<file path="config.mk">
export PLATFORM = sky130hd
export DESIGN_NAME = alu_multicycle
export DESIGN_NICKNAME = d
export VERILOG_FILES = /design/src/rtl/alu_multicycle.sv
export SDC_FILE = /design/constraint.sdc
export NUM_CORES = 2
export LEC_CHECK = 0
export ABC_AREA = 0
export CORE_MARGIN = 4
export CORE_UTILIZATION = 52
export CTS_CLUSTER_DIAMETER = 60
export DETAILED_ROUTE_END_ITERATION = 8
export GPL_ROUTABILITY_DRIVEN = 0
export GPL_TIMING_DRIVEN = 0
export PLACE_DENSITY_LB_ADDON = 0.25
export SLEW_MARGIN = 25
export SYNTH_ARGS = -nofsm -noshare
export SYNTH_HDL_FRONTEND = slang
export SYNTH_SLANG_ARGS = --single-unit
export TNS_END_PERCENT = 1
</file>
<file path="constraint.sdc">
create_clock -name clk -period 8.6 [get_ports clk]
set_clock_uncertainty 0.2 [all_clocks]
set_input_delay 1.29 -clock clk [delete_from_list [all_inputs] [get_ports clk]]
set_output_delay 1.29 -clock clk [all_outputs]
set_load 0.05 [all_outputs]
</file>
<file path="src/rtl/alu_multicycle.sv">
`default_nettype none
// ============================================================================
// Module   : alu_multicycle
// Brief    : Valid/ready ALU. Logic, arithmetic, shift and compare ops finish
//            in one cycle. Multiply and divide ops run a WIDTH-step iterative
//            datapath (shift-add / restoring divide) on operand magnitudes.
// Revision : 1.0 - initial release
// ============================================================================
module alu_multicycle #(
  parameter int WIDTH = 32,
  parameter int SHW   = $clog2(WIDTH)
) (
  input  logic             clk,
  input  logic             rst,
  input  logic [4:0]       ALU_OP_i,
  input  logic [WIDTH-1:0] ALU_RS1_i,
  input  logic [WIDTH-1:0] ALU_RS2_i,
  input  logic             ALU_VALID_i,
  output logic             ALU_READY_o,
  output logic [WIDTH-1:0] ALU_RD_o,
  output logic             ALU_ZR_o,
  output logic             ALU_VALID_o,
  input  logic             ALU_READY_i
);

  typedef enum logic [1:0] {IDLE = 2'd0, CALC = 2'd1, DONE = 2'd2} state_t;

  localparam logic [4:0] OP_AND    = 5'b00000;
  localparam logic [4:0] OP_OR     = 5'b00001;
  localparam logic [4:0] OP_ADD    = 5'b00010;
  localparam logic [4:0] OP_EQ     = 5'b00011;
  localparam logic [4:0] OP_SLL    = 5'b00100;
  localparam logic [4:0] OP_SRL    = 5'b00101;
  localparam logic [4:0] OP_SRA    = 5'b00111;
  localparam logic [4:0] OP_XOR    = 5'b01000;
  localparam logic [4:0] OP_NOR    = 5'b01001;
  localparam logic [4:0] OP_SUB    = 5'b01010;
  localparam logic [4:0] OP_GE     = 5'b01100;
  localparam logic [4:0] OP_GEU    = 5'b01101;
  localparam logic [4:0] OP_SLT    = 5'b01110;
  localparam logic [4:0] OP_SLTU   = 5'b01111;
  localparam logic [4:0] OP_MUL    = 5'b10000;
  localparam logic [4:0] OP_MULH   = 5'b10001;
  localparam logic [4:0] OP_MULHSU = 5'b10010;
  localparam logic [4:0] OP_MULHU  = 5'b10011;
  localparam logic [4:0] OP_DIV    = 5'b10100;
  localparam logic [4:0] OP_DIVU   = 5'b10101;
  localparam logic [4:0] OP_REM    = 5'b10110;
  localparam logic [4:0] OP_REMU   = 5'b10111;

  localparam logic [SHW-1:0] CNT_LAST = {SHW{1'b1}};
  localparam logic [SHW-1:0] CNT_ONE  = {{(SHW-1){1'b0}}, 1'b1};

  state_t             state_q;
  logic [WIDTH-1:0]   rd_q;
  logic               zr_q;
  logic               valid_q;
  logic               ready_q;
  logic [SHW-1:0]     cnt_q;
  logic [4:0]         op_q;
  logic [2*WIDTH-1:0] p_q;     // {partial hi / remainder, multiplier / dividend}
  logic [WIDTH-1:0]   m_q;     // multiplicand or divisor magnitude
  logic [WIDTH-1:0]   a_q;     // raw dividend, returned as remainder on /0
  logic               asgn_q;
  logic               bsgn_q;

  logic [WIDTH-1:0]   sc_res;
  logic [SHW-1:0]     shamt;
  logic               is_multi;
  logic               a_sgn, b_sgn;
  logic [WIDTH-1:0]   a_mag, b_mag;
  logic [WIDTH:0]     mul_sum;
  logic [2*WIDTH-1:0] mul_step;
  logic [WIDTH:0]     div_tmp;
  logic               div_ge;
  logic [WIDTH-1:0]   div_rem;
  logic [2*WIDTH-1:0] div_step;
  logic [2*WIDTH-1:0] p_d;
  logic [2*WIDTH-1:0] prod;
  logic [WIDTH-1:0]   quo, rem;
  logic [WIDTH-1:0]   mc_res;

  assign shamt    = ALU_RS2_i[SHW-1:0];
  assign is_multi = (ALU_OP_i[4:3] == 2'b10);

  // Single-cycle result straight from the request inputs
  always_comb begin
    sc_res = '0;
    case (ALU_OP_i)
      OP_AND:  sc_res = ALU_RS1_i & ALU_RS2_i;
      OP_OR:   sc_res = ALU_RS1_i | ALU_RS2_i;
      OP_ADD:  sc_res = ALU_RS1_i + ALU_RS2_i;
      OP_EQ:   sc_res = {{(WIDTH-1){1'b0}}, (ALU_RS1_i == ALU_RS2_i)};
      OP_SLL:  sc_res = ALU_RS1_i << shamt;
      OP_SRL:  sc_res = ALU_RS1_i >> shamt;
      OP_SRA:  sc_res = $unsigned($signed(ALU_RS1_i) >>> shamt);
      OP_XOR:  sc_res = ALU_RS1_i ^ ALU_RS2_i;
      OP_NOR:  sc_res = ~(ALU_RS1_i | ALU_RS2_i);
      OP_SUB:  sc_res = ALU_RS1_i - ALU_RS2_i;
      OP_GE:   sc_res = {{(WIDTH-1){1'b0}}, ($signed(ALU_RS1_i) >= $signed(ALU_RS2_i))};
      OP_GEU:  sc_res = {{(WIDTH-1){1'b0}}, (ALU_RS1_i >= ALU_RS2_i)};
      OP_SLT:  sc_res = {{(WIDTH-1){1'b0}}, ($signed(ALU_RS1_i) < $signed(ALU_RS2_i))};
      OP_SLTU: sc_res = {{(WIDTH-1){1'b0}}, (ALU_RS1_i < ALU_RS2_i)};
      default: sc_res = '0;
    endcase
  end

  // Operand signs and magnitudes; the iterative datapath works unsigned
  always_comb begin
    a_sgn = ((ALU_OP_i == OP_MULH) || (ALU_OP_i == OP_MULHSU) ||
             (ALU_OP_i == OP_DIV)  || (ALU_OP_i == OP_REM)) && ALU_RS1_i[WIDTH-1];
    b_sgn = ((ALU_OP_i == OP_MULH) || (ALU_OP_i == OP_DIV) ||
             (ALU_OP_i == OP_REM)) && ALU_RS2_i[WIDTH-1];
    a_mag = a_sgn ? -ALU_RS1_i : ALU_RS1_i;
    b_mag = b_sgn ? -ALU_RS2_i : ALU_RS2_i;
  end

  // One shift-add or one restoring-divide step, plus final sign fix-up
  always_comb begin
    mul_sum  = {1'b0, p_q[2*WIDTH-1:WIDTH]} + {1'b0, m_q};
    mul_step = p_q[0] ? {mul_sum, p_q[WIDTH-1:1]}
                      : {1'b0, p_q[2*WIDTH-1:WIDTH], p_q[WIDTH-1:1]};
    div_tmp  = {p_q[2*WIDTH-1:WIDTH], p_q[WIDTH-1]};
    div_ge   = (div_tmp >= {1'b0, m_q});
    // A successful subtract always leaves a value below the divisor, so it fits in WIDTH bits
    div_rem  = div_ge ? (div_tmp[WIDTH-1:0] - m_q) : div_tmp[WIDTH-1:0];
    div_step = {div_rem, p_q[WIDTH-2:0], div_ge};
    p_d      = op_q[2] ? div_step : mul_step;
    prod     = (asgn_q ^ bsgn_q) ? -p_d : p_d;
    quo      = p_d[WIDTH-1:0];
    rem      = p_d[2*WIDTH-1:WIDTH];
    mc_res   = '0;
    case (op_q)
      OP_MUL:                       mc_res = prod[WIDTH-1:0];
      OP_MULH, OP_MULHSU, OP_MULHU: mc_res = prod[2*WIDTH-1:WIDTH];
      OP_DIV, OP_DIVU:
        mc_res = (m_q == '0) ? {WIDTH{1'b1}} : ((asgn_q ^ bsgn_q) ? -quo : quo);
      OP_REM, OP_REMU:
        mc_res = (m_q == '0) ? a_q : (asgn_q ? -rem : rem);
      default: mc_res = '0;
    endcase
  end

  // Control FSM with registered handshake and result outputs
  always_ff @(posedge clk or posedge rst) begin
    if (rst) begin
      state_q <= IDLE;
      rd_q    <= '0;
      zr_q    <= 1'b1;
      valid_q <= 1'b0;
      ready_q <= 1'b1;
      cnt_q   <= '0;
      op_q    <= '0;
      p_q     <= '0;
      m_q     <= '0;
      a_q     <= '0;
      asgn_q  <= 1'b0;
      bsgn_q  <= 1'b0;
    end else begin
      case (state_q)
        IDLE: begin
          if (ALU_VALID_i) begin
            op_q    <= ALU_OP_i;
            ready_q <= 1'b0;
            if (is_multi) begin
              p_q     <= {{WIDTH{1'b0}}, a_mag};
              m_q     <= b_mag;
              a_q     <= ALU_RS1_i;
              asgn_q  <= a_sgn;
              bsgn_q  <= b_sgn;
              cnt_q   <= '0;
              state_q <= CALC;
            end else begin
              rd_q    <= sc_res;
              zr_q    <= (sc_res == '0);
              valid_q <= 1'b1;
              state_q <= DONE;
            end
          end
        end
        CALC: begin
          p_q <= p_d;
          if (cnt_q == CNT_LAST) begin
            cnt_q   <= '0;
            rd_q    <= mc_res;
            zr_q    <= (mc_res == '0);
            valid_q <= 1'b1;
            state_q <= DONE;
          end else begin
            cnt_q <= cnt_q + CNT_ONE;
          end
        end
        DONE: begin
          if (ALU_READY_i) begin
            valid_q <= 1'b0;
            ready_q <= 1'b1;
            state_q <= IDLE;
          end
        end
        default: begin
          valid_q <= 1'b0;
          ready_q <= 1'b1;
          state_q <= IDLE;
        end
      endcase
    end
  end

  assign ALU_RD_o    = rd_q;
  assign ALU_ZR_o    = zr_q;
  assign ALU_VALID_o = valid_q;
  assign ALU_READY_o = ready_q;

endmodule
`default_nettype wire

</file>
==> reports/qor.csv <==
metric;value;unit
remaining max-slew budget at the tightest pin;18.2;%
wire length of the first global-routing pass;181000;microns
height of the die;231;microns
power per cell area;364;nW/um^2
total I/O pin count;108;
vias;31900;
Clock Power Share;7.5;%
GRT met1 Usage;50.1;%
post-synth design cell area;25900;sq um
Switching Share;59.6;%
transition time of the tightest slew-check pin;1.23;ns
number of search-and-repair iterations in the first detailed-routing pass;9;
final setup violation count;1;
Die Width;231;microns
post-route worst hold slack;0.285;ns
number of buffers inserted by port buffering;105;
share of the yosys chip area belonging to registers;17.1;%
Net count, final;3942;
number of buffers inserted during clock tree synthesis;17;
Avg Inst Size Synth;7.25;sq um
Yosys warnings;0;
overall fraction of global-route tracks in use;44.1;%
HPWL after detailed placement;96000;microns
TritonCTS Sinks;177;
Remaining Overflow, GRT;0;
number of antenna violations at the first check in global routing;4;
synthesis-to-layout area growth;9.89;%
startpoint of the most critical register-to-register path;op_q[2];
total number of H-tree levels;4;
violations in the final reports;DRC, setup timing;
Global Route met2 Usage;64.5;%
HP Start;ALU_RD_o[5];
flip-flop and latch count after synthesis;177;
predominant post-synthesis flop cell;sky130_fd_sc_hd__dfrtp_1;
reg-to-reg critical path endpoint;ALU_ZR_o;
Top Usage Layer GRT;met2;
EDFF count, synth;0;
final non-filler cell area;28500;sq um
post-route worst setup slack;-0.0919;ns
Initial Utilization;52.7;%
synthesized net count;3819;
worst voltage drop across the vdd grid;203;uV
fraction of synthesized cell area taken by the top area cell type;16.9;%
remaining antenna violation count;0;
synth unique cells;93;
average detailed-routed wire length per instance;28.0;microns
buffer levels on the longest clock path;2;
clock slew at reported path FFs;0.07;ns
cells on worst reg2reg path;22;
share of the clock period used by the worst path;101;%
Area after DPL;27900;sq um
slack of the worst reg-to-reg path;-0.09;ns
top cells by area in the synthesized netlist;sky130_fd_sc_hd__dfrtp_1 (17%), sky130_fd_sc_hd__ha_1 (8.0%), sky130_fd_sc_hd__o21ai_0 (6.4%);
internal power consumption;4190;uW
clock period minus final worst setup slack;8.69;ns
endpoint of the worst hold-timing path;ALU_RD_o[5];
vias in the first global route;29400;
Fill cells;4738;
Worst EP required;8.77;ns
Die Footprint;53500;sq um
combinational fraction of design power;75.6;%
static power due to leakage;0.0114;uW
clock tree from TritonCTS;done;
total length of routed wires;122000;microns
GRT met3 Usage;16.5;%
worst setup path category;flop to flop;
number of placement rows;81;
clock latency at the later pin of the worst-skew pair;0.47;ns
DRC violation count after routing;215;
number of cells on the worst hold path;2;
clock root buffer;sky130_fd_sc_hd__clkbuf_16;
worst path arrival time;8.86;ns
Max Clock Freq;115;MHz
Final Max Tran Viols;0;
core footprint;49200;sq um
sequential cell fraction of total power;16.9;%
Cells after Synth;3576;
CP endpoint kind;flop;
cell accounting for the most synthesized area;sky130_fd_sc_hd__dfrtp_1;
worst-path fanout max;10;
share of cells above drive strength 1;5.52;%
maximum number of pins on one net before global-route repair;100;
run status;finished, violations left;
fraction of synthesis flops using an asynchronous set or reset pin;100;%
max-cap violation count;0;
Critical Path Start Type;flop;
ratio of routed vias to standard cells;7.28;
count of routing violations after the opening detailed-route iteration;5188;
cell with the most instances after synthesis;sky130_fd_sc_hd__nand2_1;
Fin. Hold Viols;0;
reported net switching power;6190;uW
Power Total;10400;uW
class of the tightest hold or removal check;flop to flop;
RSZ-0062 raised after global routing;no;
commonest cells in the synthesized netlist;sky130_fd_sc_hd__nand2_1 (409), sky130_fd_sc_hd__nor2_1 (353), sky130_fd_sc_hd__o21ai_0 (331), sky130_fd_sc_hd__a21oi_1 (296), sky130_fd_sc_hd__clkbuf_1 (229);
[worst max path at each step]
stage                             from  endpoint  slack [ns]  cells past startpoint
after global placement    ALU_RS2_i[0]  ALU_ZR_o       -1.73                     23
final                          op_q[2]  ALU_ZR_o       -0.09                     22
after floorplan           ALU_RS2_i[0]  ALU_ZR_o        1.47                     23
after CTS                      op_q[2]  ALU_ZR_o       0.007                     20
after global routing           op_q[2]  ALU_ZR_o       0.005                     22
after detailed placement  ALU_RS2_i[0]  ALU_ZR_o       -1.77                     23
[flip-flops by register name, summed over array words and instances, names as in the netlist]
| signal | flops |
|---|---|
| asgn_q | 1 |
| m_q | 32 |
| cnt_q | 5 |
| a_q | 32 |
| op_q | 5 |
| ALU_READY_o | 1 |
| ALU_VALID_o | 1 |
| ALU_ZR_o | 1 |
| bsgn_q | 1 |
| p_q | 64 |
| state_q | 2 |
| ALU_RD_o | 32 |
[final cells by class]
class / instances / area, sq um / share of cell area, %
timing repair buffer: 108 / 1090 / 3.82
sequential: 177 / 4430 / 15.6
multi-input combinational: 2967 / 19900 / 69.9
buffer: 260 / 1020 / 3.59
inverter: 168 / 638 / 2.24
clock inverter: 11 / 120 / 0.422
tap: 664 / 831 / 2.92
clock buffer: 21 / 450 / 1.58
antenna: 2 / 5.00 / 0.0176
[layout by cell type (no fill, tap or decap), drive strengths merged, types with 31 or more instances in the layout]
cell type        n
a211oi          39
a21o            44
a21oi          296
a221oi          48
a31oi           57
buf             31
clkbuf         251
clkdlybuf4s50  105
dfrtp          175
ha             166
inv            171
mux2i           86
mux4            65
nand2          409
nand2b          31
nand3           73
nand4           47
nor2           353
nor3           107
nor4            52
o211ai          52
o21ai          333
o31ai           34
or3             35
xnor2          105
xor2            36
[metrics by stage]
stage	setup TNS [ns]	cells	utilization [%]	setup slack (ns)
finish	-0.0919	4378	58.0	-0.0919
global route	0	4376	57.9	0.00461
CTS	0	4378	57.9	0.00729
detailed placement	-6.57	4347	56.7	-1.77
global placement	-7.53	4345	56.6	-1.73
floorplan	0	3576	-	1.47
[timing repair]
item,in CTS,in global routing
setup endpoints to repair,4,7
hold buffers,0,0
setup buffers,0,0
resized for setup,10,15
[cell families after synthesis]
kind of cell    after synthesis  share of synthesized area, %
simple gates               1266                          23.0
compound gates             1212                          30.4
buf+inv                     432                          6.31
mux                         178                          10.1
flops                       177                          17.1
fa+ha+maj                   170                          8.32
xor+xnor                    141                          4.76
[critical path: stages (launching register included)]
cell and delay, ns:
sky130_fd_sc_hd__dfrtp_1 0.43, sky130_fd_sc_hd__clkbuf_1 0.41, sky130_fd_sc_hd__clkbuf_1 0.44, sky130_fd_sc_hd__clkbuf_1 0.45, sky130_fd_sc_hd__buf_2 0.41, sky130_fd_sc_hd__clkbuf_2 0.46
sky130_fd_sc_hd__clkbuf_2 0.43, sky130_fd_sc_hd__a41o_1 0.31, sky130_fd_sc_hd__clkbuf_1 0.42, sky130_fd_sc_hd__ha_1 0.30, sky130_fd_sc_hd__o2111ai_1 0.20, sky130_fd_sc_hd__or2_2 0.38
sky130_fd_sc_hd__nor3_1 0.47, sky130_fd_sc_hd__and2_1 0.32, sky130_fd_sc_hd__a31oi_1 0.13, sky130_fd_sc_hd__xnor2_1 0.16, sky130_fd_sc_hd__a221oi_1 0.56, sky130_fd_sc_hd__o21ai_0 0.18
sky130_fd_sc_hd__a311oi_1 0.70, sky130_fd_sc_hd__nor4bb_1 0.29, sky130_fd_sc_hd__nand4_1 0.23, sky130_fd_sc_hd__or4_1 0.60, sky130_fd_sc_hd__o311ai_1 0.11
[layer usage]
layer,up-vias,share of wire [%]
li1,13600,-
met1,14500,33
met2,2766,40
met3,949,15
met4,6,12
met5,-,0.069
[power by group through the flow]
stage,Sequential (uW),Combinational (uW),Clock [uW]
3_5_place_dp,1720,7360,0
3_3_place_gp,1710,7290,0
5_1_grt,1770,8300,809
6_report,1750,7850,780
2_1_floorplan,1730,5010,0
4_1_cts,1710,7410,775
Note: power is estimated with default switching activity, not from simulation.
